===== config.mk =====
export PLATFORM = sky130hd
export DESIGN_NAME = regs_wb_arbiter
export DESIGN_NICKNAME = d
export VERILOG_FILES = /design/src/rtl/regs_arb_pkg.sv /design/src/rtl/regs_scoreboard.sv /design/src/rtl/regs_wb_arbiter.sv
export SDC_FILE = /design/constraint.sdc
export NUM_CORES = 1
export LEC_CHECK = 0
export CAP_MARGIN = 5
export CORE_MARGIN = 2
export CORE_UTILIZATION = 51
export CTS_BUF_LIST = sky130_fd_sc_hd__clkbuf_2
export DETAILED_ROUTE_END_ITERATION = 6
export PLACE_DENSITY = 0.92
export SLEW_MARGIN = 20
export SYNTH_ARGS = -nofsm -noshare
export SYNTH_HDL_FRONTEND = slang
export SYNTH_HIERARCHICAL = 1
export SYNTH_SLANG_ARGS = --single-unit
export TNS_END_PERCENT = 1

===== constraint.sdc =====
create_clock -name clk -period 6.7 [get_ports clk]
set_clock_uncertainty 0.05 [all_clocks]
set_input_delay 1.34 -clock clk [delete_from_list [all_inputs] [get_ports clk]]
set_output_delay 1.34 -clock clk [all_outputs]
set_load 0.01 [all_outputs]

===== src/rtl/regs_arb_pkg.sv =====
// Shared types and defaults for the register-file writeback arbiter.
package regs_arb_pkg;

  localparam int XLEN_DEF     = 32;
  localparam int REG_AW_DEF   = 5;
  localparam int STARVE_CNT_W = 4;

  typedef enum logic [1:0] {
    GNT_NONE = 2'd0,
    GNT_EX   = 2'd1,
    GNT_LSU  = 2'd2
  } gnt_e;

endpackage


===== src/rtl/regs_scoreboard.sv =====
// Busy-bit scoreboard for outstanding loads; one set port, one clear port,
// two combinational lookups. Register 0 is never reported busy.
module regs_scoreboard
  import regs_arb_pkg::*;
#(
  parameter int REG_AW = REG_AW_DEF
) (
  input  logic              clk,
  input  logic              rst,
  input  logic              set_en,
  input  logic [REG_AW-1:0] set_addr,
  input  logic              clr_en,
  input  logic [REG_AW-1:0] clr_addr,
  input  logic [REG_AW-1:0] rd0_addr,
  input  logic [REG_AW-1:0] rd1_addr,
  output logic              rd0_busy,
  output logic              rd1_busy
);

  localparam int NREG = 2 ** REG_AW;

  logic [NREG-1:0] busy;

  // Set is written after clear so a same-cycle reissue keeps the bit set.
  always_ff @(posedge clk) begin
    if (!rst) begin
      busy <= '0;
    end else begin
      if (clr_en) busy[clr_addr] <= 1'b0;
      if (set_en && (set_addr != '0)) busy[set_addr] <= 1'b1;
    end
  end

  assign rd0_busy = busy[rd0_addr] && (rd0_addr != '0);
  assign rd1_busy = busy[rd1_addr] && (rd1_addr != '0);

endmodule


===== src/rtl/regs_wb_arbiter.sv =====
// EX/LSU writeback arbiter with LSU starvation guard and load scoreboard.
// Optional perf counters enabled by REGS_WB_ARB_PERF_EN.
module regs_wb_arbiter
  import regs_arb_pkg::*;
#(
  parameter int XLEN         = XLEN_DEF,
  parameter int REG_AW       = REG_AW_DEF,
  parameter int STARVE_LIMIT = 4
) (
  input  logic              clk,
  input  logic              rst,
  input  logic              ex_valid_i,
  output logic              ex_ready_o,
  input  logic [REG_AW-1:0] ex_waddr_i,
  input  logic [XLEN-1:0]   ex_wdata_i,
  input  logic              lsu_valid_i,
  output logic              lsu_ready_o,
  input  logic [REG_AW-1:0] lsu_waddr_i,
  input  logic [XLEN-1:0]   lsu_wdata_i,
  input  logic              lsu_issue_i,
  input  logic [REG_AW-1:0] lsu_issue_rd_i,
  input  logic [REG_AW-1:0] id_rs1_i,
  input  logic [REG_AW-1:0] id_rs2_i,
  output logic              id_stall_o,
  output logic              reg_wen_o,
  output logic [REG_AW-1:0] reg_waddr_o,
  output logic [XLEN-1:0]   reg_wdata_o
`ifdef REGS_WB_ARB_PERF_EN
  ,
  output logic [31:0]       perf_ex_block_o,
  output logic [31:0]       perf_stall_o
`endif
);

  gnt_e                    gnt;
  logic [STARVE_CNT_W-1:0] starve_cnt;
  logic                    starve_hit;
  logic                    rs1_busy;
  logic                    rs2_busy;

  assign starve_hit = (starve_cnt == STARVE_CNT_W'(STARVE_LIMIT));

  always_comb begin
    gnt = GNT_NONE;
    if (rst) begin
      if (lsu_valid_i && starve_hit) gnt = GNT_LSU;
      else if (ex_valid_i)           gnt = GNT_EX;
      else if (lsu_valid_i)          gnt = GNT_LSU;
    end
  end

  assign ex_ready_o  = (gnt == GNT_EX);
  assign lsu_ready_o = (gnt == GNT_LSU);

  always_ff @(posedge clk) begin
    if (!rst) begin
      starve_cnt <= '0;
    end else if (!lsu_valid_i || (gnt == GNT_LSU)) begin
      starve_cnt <= '0;
    end else if (!starve_hit) begin
      starve_cnt <= starve_cnt + 1'b1;
    end
  end

  // Writes to x0 are accepted and consumed but never enable the port.
  always_ff @(posedge clk) begin
    if (!rst) begin
      reg_wen_o   <= 1'b0;
      reg_waddr_o <= '0;
      reg_wdata_o <= '0;
    end else begin
      case (gnt)
        GNT_EX: begin
          reg_wen_o   <= (ex_waddr_i != '0);
          reg_waddr_o <= ex_waddr_i;
          reg_wdata_o <= ex_wdata_i;
        end
        GNT_LSU: begin
          reg_wen_o   <= (lsu_waddr_i != '0);
          reg_waddr_o <= lsu_waddr_i;
          reg_wdata_o <= lsu_wdata_i;
        end
        default: reg_wen_o <= 1'b0;
      endcase
    end
  end

  regs_scoreboard #(
    .REG_AW (REG_AW)
  ) u_scoreboard (
    .clk      (clk),
    .rst      (rst),
    .set_en   (lsu_issue_i),
    .set_addr (lsu_issue_rd_i),
    .clr_en   (gnt == GNT_LSU),
    .clr_addr (lsu_waddr_i),
    .rd0_addr (id_rs1_i),
    .rd1_addr (id_rs2_i),
    .rd0_busy (rs1_busy),
    .rd1_busy (rs2_busy)
  );

  assign id_stall_o = rst && (rs1_busy || rs2_busy);

`ifdef REGS_WB_ARB_PERF_EN
  always_ff @(posedge clk) begin
    if (!rst) begin
      perf_ex_block_o <= '0;
      perf_stall_o    <= '0;
    end else begin
      if (ex_valid_i && !ex_ready_o) perf_ex_block_o <= perf_ex_block_o + 32'd1;
      if (id_stall_o)                perf_stall_o    <= perf_stall_o + 32'd1;
    end
  end
`endif

endmodule


==> flow_summary.json, run 1 <==
{
  "status": "completed",
  "syn-instance-count": 444,
  "rows": 32,
  "ir_drop_uv": 88.4,
  "rr_startpoint": "starve_cnt[0]",
  "drt_iter0_drc": 404,
  "whs_ns": 0.447,
  "die-area_sq_um": 8650,
  "antenna_found_initial": 0,
  "avgSynthCellArea_sq_um": 9.10,
  "clkLatencyLatePin_ns": 0.47,
  "finalSetupViolCount": 0,
  "slew_viol_final": 0,
  "drc": 0,
  "worst_path_most_repeated_cell": "clkdlybuf4s50_1",
  "critPathKind": "in2out",
  "ant_nets": 0,
  "ctsRootBufferMaster": "clkbuf_2",
  "crit_arrival_ns": 4.02,
  "cap_violations": 0,
  "grtUsageTotal_pct": 25.6,
  "layout-drive-gt1-share_pct": 6.70,
  "final-hold-violation-count": 0,
  "cts_tree": "yes",
  "max_freq_ghz": 0.185,
  "hpwl_um": 8070,
  "final_cells": 669,
  "cts_hold_buf": 0,
  "wl_per_cell_um": 16.4,
  "slew_headroom_pct": 54.2,
  "crit_chain": "clkdlybuf4s50_1 -> mux4_2 -> mux2i_1 -> nor3b_1 -> or4_1 -> o21a_1 -> clkdlybuf4s50_1",
  "synth-seq-area-share_pct": 36.7,
  "die_y_um": 93.0,
  "critPathCaptureType": "primary output",
  "rsz0062_at_grt": "false",
  "routed_wl_um": 11000,
  "cp_slowest_cell": "clkdlybuf4s50_1",
  "hold_start": "u_scoreboard/busy[0]",
  "cts.sinks": 74,
  "p_leak_uw": 0.00192,
  "powerDensity_nw_per_um2": 161,
  "cpPeakStageDelay_ns": 0.73,
  "start_util_pct": 52.5,
  "clk_path_buf_depth": 2,
  "via_per_inst": 5.63,
  "fin_crit_sh_pct": 80.8,
  "grt_pass1_wl_um": 17600,
  "synth_area_sq_um": 4040,
  "nNetsFinal": 660,
  "grt_start_max_net_pins": 76,
  "timing.final.crit_period_ns": 5.41,
  "chipWidth_um": 93.0,
  "place_congestion": 0.907,
  "synthDistinctLibCells": 39,
  "vias": 3765,
  "area_growth_syn_to_layout_pct": 34.2,
  "tightest_slew_ns": 0.685,
  "tns_ns": 0,
  "dr.pass1.iters": 5,
  "cts.repair.resized": 0,
  "cp.required_ns": 5.31,
  "globalRouteOverflowTotal": 0,
  "hold_path_depth": 1,
  "hold_class": "reg2reg",
  "coreArea_sq_um": 7690,
  "ctsHtreeMaxLevel": 3,
  "path_clk_slew_ns": 0.20,
  "critical_path_peak_fanout": 8,
  "dp_cells": 653,
  "antennaDiodeCount": 0,
  "crit_path_start": "id_rs1_i[0]",
  "cts_buffers": 9,
  "ys_seq_elements": 74,
  "syn_nets": 542,
  "grt_pass1_vias": 3723,
  "crit_path_start_kind": "primary input",
  "yosysWarnings": 6,
  "final_util_pct": 70.5,
  "pre_cts_ws_ns": 1.28,
  "io_buffers": 134,
  "pin_count": 135,
  "ff2ff_path_depth": 10,
  "post-cts-setup-buffers": 0,
  "setup_ws_ns": 1.29
}
-- placed cells by master, fill, tap and decap left out, types with 2 or more instances in the layout --
cell,netlist,final
nand2_1,77,77
nor2b_1,2,2
nor2_1,8,8
or3b_2,2,2
ha_1,4,3
or4_1,3,3
o21ai_0,60,60
clkbuf_2,0,13
mux4_1,2,2
nor3_1,2,2
nor3b_1,6,6
and2_1,37,37
a21boi_0,31,31
and3_1,2,2
a21o_1,2,2
a21oi_1,3,3
and3b_1,4,4
nand3_1,4,4
xnor2_1,2,2
buf_4,3,2
dfxtp_1,74,74
mux2i_1,43,43
mux2_2,2,2
o21ai_1,10,10
nand3b_1,7,7
inv_1,4,4
clkdlybuf4s50_1,0,133
nor4_1,2,2
mux4_2,14,14
-- sequential cells by signal, summed over array words and instances, names as in the netlist --
| name | cells |
|---|---|
| reg_wdata_o | 32 |
| starve_cnt | 4 |
| u_scoreboard/busy | 32 |
| reg_wen_o | 1 |
| reg_waddr_o | 5 |
-- metal layers --
metal,vias up,part of all wire [%],track usage [%]
met5,-,0,0
met4,0,2.3,9.80
met3,29,9.7,7.17
met2,189,48,42.1
met1,1749,40,32.1
li1,1798,-,-
-- kinds of logic after synthesis --
family,after synthesis,synth area share [%]
AND/OR/NAND/NOR,159,20.0
flip-flops,74,36.7
AO/OA/AOI/OAI,111,16.2
XOR/XNOR,2,0.434
adder cells (fa/ha/maj),4,1.24
multiplexers,61,20.3
buffers and inverters,33,5.08
-- layout make-up --
cell class                 instances  area (sq um)
clock buffer                      13          65.1
fill                             567          2270
inverter                           4          15.0
multi-input combinational        337          2360
tap                              102           128
timing repair buffer             136          1350
clock inverter                     3          16.3
sequential                        74          1480
-- worst max-delay path, delay by kind of cell --
| kind | cells | cell delay (ns) |
|---|---|---|
| muxes | 2 | 0.70 |
| buffers and inverters | 2 | 1.20 |
| AOI/OAI and AO/OA | 1 | 0.19 |
| and+or+nand+nor | 2 | 0.59 |
-- cells in the mapped netlist --
cell type   n  area (sq um)
mux2_2      2          22.5
nor2b_1     2          12.5
nand3_1     4          20.0
a21boi_0   31           233
nand2_1    77           289
o21ai_1    10          50.1
nor3_1      2          10.0
or3b_2      2          17.5
dfxtp_1    74          1480
buf_4       3          22.5
nor4_1      2          12.5
nor3b_1     6          45.0
mux4_2     14           315
buf_2       6          30.0
nand2b_1    1          6.26
nand3b_1    7          52.6
or2_2       1          6.26
a21oi_1     3          15.0
and3b_1     4          35.0
ha_1        4          50.1
xnor2_1     2          17.5
buf_6       4          45.0
nor2_1      8          30.0
o21a_1      1          7.51
and3_1      2          12.5
or4_1       3          22.5
o211a_1     1          10.0
mux4_1      2          52.6
buf_12      2          40.0
inv_1       4          15.0
o211ai_1    1          7.51
clkbuf_1   14          52.6
and2_1     37           231
a211o_1     1          8.76
a21o_1      2          15.0
o21ai_0    60           300
mux2i_1    43           430
a211oi_1    1          7.51
or3_1       1          6.26
-- per-stage QoR --
stage / cell area [sq um] / total power (uW)
finish: 5420 / 872
global route: 5420 / 915
floorplan: 4040 / 573
detailed placement: 5330 / 679
global placement: 5330 / 673
CTS: 5410 / 873
-- path summary, 6_finish.rpt --
path	end	slack, ns
setup / recovery	id_stall_o	1.29
hold / removal	u_scoreboard/busy[0]	0.45
setup reg to reg	u_scoreboard/busy[4]	3.76
hold reg to reg	u_scoreboard/busy[0]	0.45
-- where the power goes --
part | internal, uW | switching (uW)
clock network | 53.5 | 147
logic | 117 | 84.1
registers | 460 | 10.9
total | 630 | 242
No activity file was read; power rests on OpenSTA's default activity.
==> run 2: changes to the inputs <==
- CORE_UTILIZATION: 51 -> 48
- PLACE_DENSITY: 0.92 -> 0.87
- clock period: 6.7 -> 5.5 ns (I/O delays scaled with it)
==> flow_summary.json, run 2 (synthesis results as in run 1) <==
{
  "grtUsageTotal_pct": 25.6,
  "cts_buffers": 9,
  "via_per_inst": 5.68,
  "grt_pass1_wl_um": 17900,
  "hold_class": "reg2reg",
  "die-area_sq_um": 9160,
  "p_leak_uw": 0.00194,
  "finalSetupViolCount": 0,
  "reg_top3": "reg_wdata_o x32, u_scoreboard/busy x32, reg_waddr_o x5",
  "cp.required_ns": 4.35,
  "hold_path_depth": 1,
  "swShare_pct": 26.8,
  "slew_headroom_pct": 53.5,
  "rsz0062_at_grt": "false",
  "status": "completed",
  "crit_chain": "clkdlybuf4s50_1 -> mux4_2 -> mux2i_1 -> nor3b_1 -> or4_1 -> o21a_1 -> clkdlybuf4s50_1",
  "cap_violations": 0,
  "cp_slowest_cell": "clkdlybuf4s50_1",
  "max_freq_ghz": 0.202,
  "routed.top_layer": "met4",
  "cp_top_family": "buffers and inverters",
  "antennaDiodeCount": 0,
  "dr.pass1.iters": 5,
  "critPathCaptureType": "primary output",
  "r2r_setup_slack_ns": 2.54,
  "powerDensity_nw_per_um2": 213,
  "tightest_slew_ns": 0.698,
  "ant_nets": 0,
  "wl_per_cell_um": 17.0,
  "place_congestion": 0.881,
  "drc": 0,
  "clk_path_buf_depth": 2,
  "final-hold-violation-count": 0,
  "clkLatencyLatePin_ns": 0.50,
  "p_total_uw": 1160,
  "chipWidth_um": 95.7,
  "grt_start_max_net_pins": 76,
  "vias": 3817,
  "post-cts-setup-buffers": 0,
  "hold_start": "u_scoreboard/busy[0]",
  "rows": 33,
  "crit_path_start_kind": "primary input",
  "coreArea_sq_um": 8180,
  "crit_arrival_ns": 3.81,
  "power.switching_uw": 313,
  "ff2ff_path_depth": 9,
  "routed_wl_um": 11400,
  "ctsRootBufferMaster": "clkbuf_2",
  "drt_iter0_drc": 328,
  "globalRouteOverflowTotal": 0,
  "slew_viol_final": 0,
  "critPathBufInv": 2,
  "setup_ws_ns": 0.538,
  "worstReg2RegEnd": "u_scoreboard/busy[24]",
  "fin_crit_sh_pct": 90.2,
  "antenna_found_initial": 0,
  "tns_ns": 0,
  "critPathKind": "in2out",
  "ir_drop_uv": 122,
  "pwr-share-clk_pct": 29.6,
  "area_growth_syn_to_layout_pct": 35.7,
  "p_int_uw": 852,
  "pre_cts_ws_ns": 0.546,
  "mostFrequentLayoutCell": "clkdlybuf4s50_1",
  "path_clk_slew_ns": 0.20,
  "die_y_um": 95.7,
  "layout_common_cells": "clkdlybuf4s50_1, nand2_1, dfxtp_1",
  "rr_startpoint": "starve_cnt[0]",
  "nNetsFinal": 660,
  "cts.repair.resized": 0,
  "critical_path_peak_fanout": 8,
  "io_buffers": 134,
  "worst_path_most_repeated_cell": "clkdlybuf4s50_1",
  "start_util_pct": 49.4,
  "cts.sinks": 74,
  "timing.final.crit_period_ns": 4.96,
  "pin_count": 135,
  "routed-wl-met3_um": 863,
  "hpwl_um": 8360,
  "ctsHtreeMaxLevel": 3,
  "cts_hold_buf": 0,
  "pwr-share-seq_pct": 49.2,
  "whs_ns": 0.459,
  "grt_pass1_vias": 3753,
  "holdPathEnd": "u_scoreboard/busy[0]",
  "cts_tree": "yes",
  "layout-drive-gt1-share_pct": 6.70,
  "comb_power_share_pct": 21.1,
  "wl_met2_um": 5740,
  "cpPeakStageDelay_ns": 0.73,
  "drt-met1-wl_um": 4530
}
-- run 2: cell types whose count changed in the layout (fill, tap and decap cells not counted) --
cell and change:
bufinv_16 +2, clkinvlp_4 +1, inv_6 +1, clkbuf_2 -4
-- run 2: worst max-delay path by stage --
stage	start	end	slack (ns)	cells after the start
2_1_floorplan	id_rs1_i[0]	id_stall_o	1.75	6
3_3_place_gp	id_rs1_i[0]	id_stall_o	0.58	7
3_5_place_dp	id_rs1_i[0]	id_stall_o	0.55	7
4_1_cts	id_rs1_i[0]	id_stall_o	0.53	7
5_1_grt	id_rs1_i[0]	id_stall_o	0.37	7
6_report	id_rs1_i[0]	id_stall_o	0.54	7
-- run 2: stage by stage --
| step | instances | cell area (sq um) | util, % |
|---|---|---|---|
| 2_1_floorplan | 444 | 4040 | - |
| 3_3_place_gp | 656 | 5330 | 65.2 |
| 3_5_place_dp | 656 | 5330 | 65.2 |
| 4_1_cts | 672 | 5470 | 66.9 |
| 5_1_grt | 672 | 5480 | 67.0 |
| 6_report | 672 | 5480 | 67.0 |
-- run 2: area by class of cell --
| type | instances | area, sq um |
|---|---|---|
| Fill cell | 638 | 2690 |
| Sequential cell | 74 | 1480 |
| Clock inverter | 7 | 92.6 |
| Inverter | 4 | 15.0 |
| Timing Repair Buffer | 136 | 1350 |
| Multi-Input combinational cell | 337 | 2360 |
| Tap cell | 105 | 131 |
| Clock buffer | 9 | 45.0 |
-- run 2: worst reg2reg max path, delay by kind of cell, from the launching register on --
kind | cells | cell delay (ns)
buffers and inverters | 2 | 0.64
AOI/OAI and AO/OA | 3 | 0.53
DFF | 1 | 0.37
and+or+nand+nor | 2 | 0.95
adders and majority gates | 2 | 0.33
-- run 2: power groups by stage --
| stage | combinational, uW | sequential, uW | clock, uW |
|---|---|---|---|
| after global routing | 268 | 576 | 375 |
| after detailed placement | 244 | 584 | 0 |
| after CTS | 246 | 573 | 351 |
| after floorplan | 107 | 591 | 0 |
| final | 246 | 574 | 345 |
| after global placement | 238 | 583 | 0 |
-- run 2: metal layers --
metal  up-vias  track usage (%)
li1       1804                -
met1      1816             30.5
met2       167             45.7
met3        30             6.11
met4         0             7.74
met5         -                0
==> run 3: changes to the inputs <==
- ABC_CLOCK_PERIOD_IN_PS: not set -> 4200
- CORE_UTILIZATION: 48 -> 43
- PLACE_DENSITY: 0.87 -> 0.83
- RECOVER_POWER: not set -> 50
- clock period: 5.5 -> 4.2 ns (I/O delays scaled with it)
==> flow_summary.json, run 3 (synthesis results as in run 1) <==
{
  "clkLatencyLatePin_ns": 0.53,
  "clk_path_buf_depth": 2,
  "timing.final.crit_period_ns": 4.07,
  "start_util_pct": 43.9,
  "dr.pass1.iters": 5,
  "ctsRootBufferMaster": "clkbuf_2",
  "drc": 0,
  "met3_usage_pct": 4.72,
  "cts_hold_buf": 0,
  "max_freq_ghz": 0.245,
  "r2r_setup_slack_ns": 0.78,
  "slew_headroom_pct": 10.4,
  "top_usage_layer": "met2",
  "holdPathEnd": "starve_cnt[1]",
  "finalSetupViolCount": 0,
  "hpwl_um": 8540,
  "via_per_inst": 5.45,
  "hold_start": "starve_cnt[1]",
  "p_leak_uw": 0.00207,
  "cts.repair.resized": 1,
  "mostFrequentLayoutCell": "clkdlybuf4s50_1",
  "worstReg2RegEnd": "u_scoreboard/busy[29]",
  "area_growth_syn_to_layout_pct": 36.2,
  "swShare_pct": 29.1,
  "io_buffers": 134,
  "cts.sinks": 74,
  "cp_top_family": "buffers and inverters",
  "wl_per_cell_um": 16.5,
  "critPathBufInv": 3,
  "postPlaceCellArea_sq_um": 5410,
  "pin_count": 135,
  "crit_chain": "clkdlybuf4s50_1 -> buf_6 -> mux4_2 -> mux2i_1 -> nor3b_1 -> or4_1 -> o21a_1 -> dlygate4sd2_1",
  "cpPeakStageDelay_ns": 0.54,
  "pre_cts_ws_ns": -0.0654,
  "status": "completed",
  "ff2ff_path_depth": 9,
  "coreArea_sq_um": 9200,
  "routed_wl_um": 11300,
  "ir_drop_uv": 126,
  "slew_viol_final": 0,
  "power.switching_uw": 410,
  "rows": 35,
  "ant_nets": 0,
  "pwr-share-clk_pct": 24.4,
  "place_congestion": 0.915,
  "grt_pass1_wl_um": 17800,
  "cts_buffers": 9,
  "critical_path_peak_fanout": 6,
  "pwr-share-seq_pct": 53.1,
  "path_clk_slew_ns": 0.20,
  "final-hold-violation-count": 0,
  "grt_start_max_net_pins": 44,
  "hold_path_depth": 2,
  "ctsHtreeMaxLevel": 3,
  "crit_arrival_ns": 3.18,
  "powerDensity_nw_per_um2": 257,
  "antenna_found_initial": 0,
  "comb_power_share_pct": 22.5,
  "post-cts-setup-buffers": 0,
  "chipWidth_um": 101,
  "hold_class": "reg2reg",
  "critPathCaptureType": "primary output",
  "use_met1_pct": 26.6,
  "tightest_slew_ns": 1.34,
  "p_total_uw": 1410,
  "cp.required_ns": 3.31,
  "grtUsageTotal_pct": 22.3,
  "cap_violations": 0,
  "layout_common_cells": "clkdlybuf4s50_1, nand2_1, dfxtp_1",
  "nNetsFinal": 667,
  "rr_startpoint": "starve_cnt[0]",
  "globalRouteOverflowTotal": 0,
  "final_area_sq_um": 5500,
  "cts_tree": "yes",
  "die-area_sq_um": 10200,
  "rsz0062_at_grt": "false",
  "final_util_pct": 59.8,
  "layout-drive-gt1-share_pct": 7.84,
  "whs_ns": 0.453,
  "grtUsageMet2_pct": 39.2,
  "die_y_um": 101,
  "grt_pass1_vias": 3697,
  "fin_crit_sh_pct": 97.0,
  "p_int_uw": 1000,
  "antennaDiodeCount": 0,
  "vias": 3736,
  "reg_top3": "reg_wdata_o x32, u_scoreboard/busy x32, reg_waddr_o x5",
  "cp_slowest_cell": "or4_1",
  "crit_path_start_kind": "primary input",
  "critPathKind": "in2out",
  "drt_iter0_drc": 298,
  "setup_ws_ns": 0.125
}
-- run 3: cell types whose count changed in the layout (fill, tap and decap cells not counted), moves of 7 or more --
cell | previous run | this run
clkdlybuf4s50_1 | 133 | 94
dlygate4sd3_1 | 0 | 38
and2_0 | 0 | 7
and2_1 | 37 | 30
-- run 3: per-stage QoR --
step	TNS (ns)	std cells
CTS	0	685
global route	0	685
detailed placement	-0.0654	669
floorplan	0	444
finish	0	685
global placement	-0.0473	669
-- run 3: per-layer routing --
layer,vias to the layer above,wire length (um)
met5,-,0
met4,0,259
met3,23,816
met2,161,5520
met1,1735,4680
li1,1817,-
-- run 3: cell type report --
| type | count | area [sq um] |
|---|---|---|
| Clock inverter | 5 | 41.3 |
| Fill cell | 796 | 3700 |
| Inverter | 4 | 15.0 |
| Multi-Input combinational cell | 337 | 2350 |
| Timing Repair Buffer | 143 | 1420 |
| Clock buffer | 11 | 55.1 |
| Tap cell | 111 | 139 |
| Sequential cell | 74 | 1480 |
-- run 3: worst min-delay path, stage by stage (launching register included) --
cell	delay, ns
dfxtp_1	0.38
nand2_1	0.06
a21oi_1	0.05
-- run 3: worst max path at each step --
| stage | start | cells after the start | endpoint | slack, ns |
|---|---|---|---|---|
| final | id_rs1_i[0] | 8 | id_stall_o | 0.13 |
| after global routing | id_rs1_i[0] | 8 | id_stall_o | 0.02 |
| after CTS | id_rs1_i[0] | 8 | id_stall_o | 0.12 |
| after detailed placement | id_rs1_i[0] | 8 | id_stall_o | -0.07 |
| after global placement | id_rs1_i[0] | 8 | id_stall_o | -0.05 |
| after floorplan | id_rs1_i[0] | 6 | id_stall_o | 0.97 |
-- run 3: power groups by stage --
stage,clock [uW],combinational (uW),sequential (uW)
global route,384,346,754
detailed placement,0,327,765
CTS,354,328,751
floorplan,0,140,774
finish,345,317,750
global placement,0,318,763
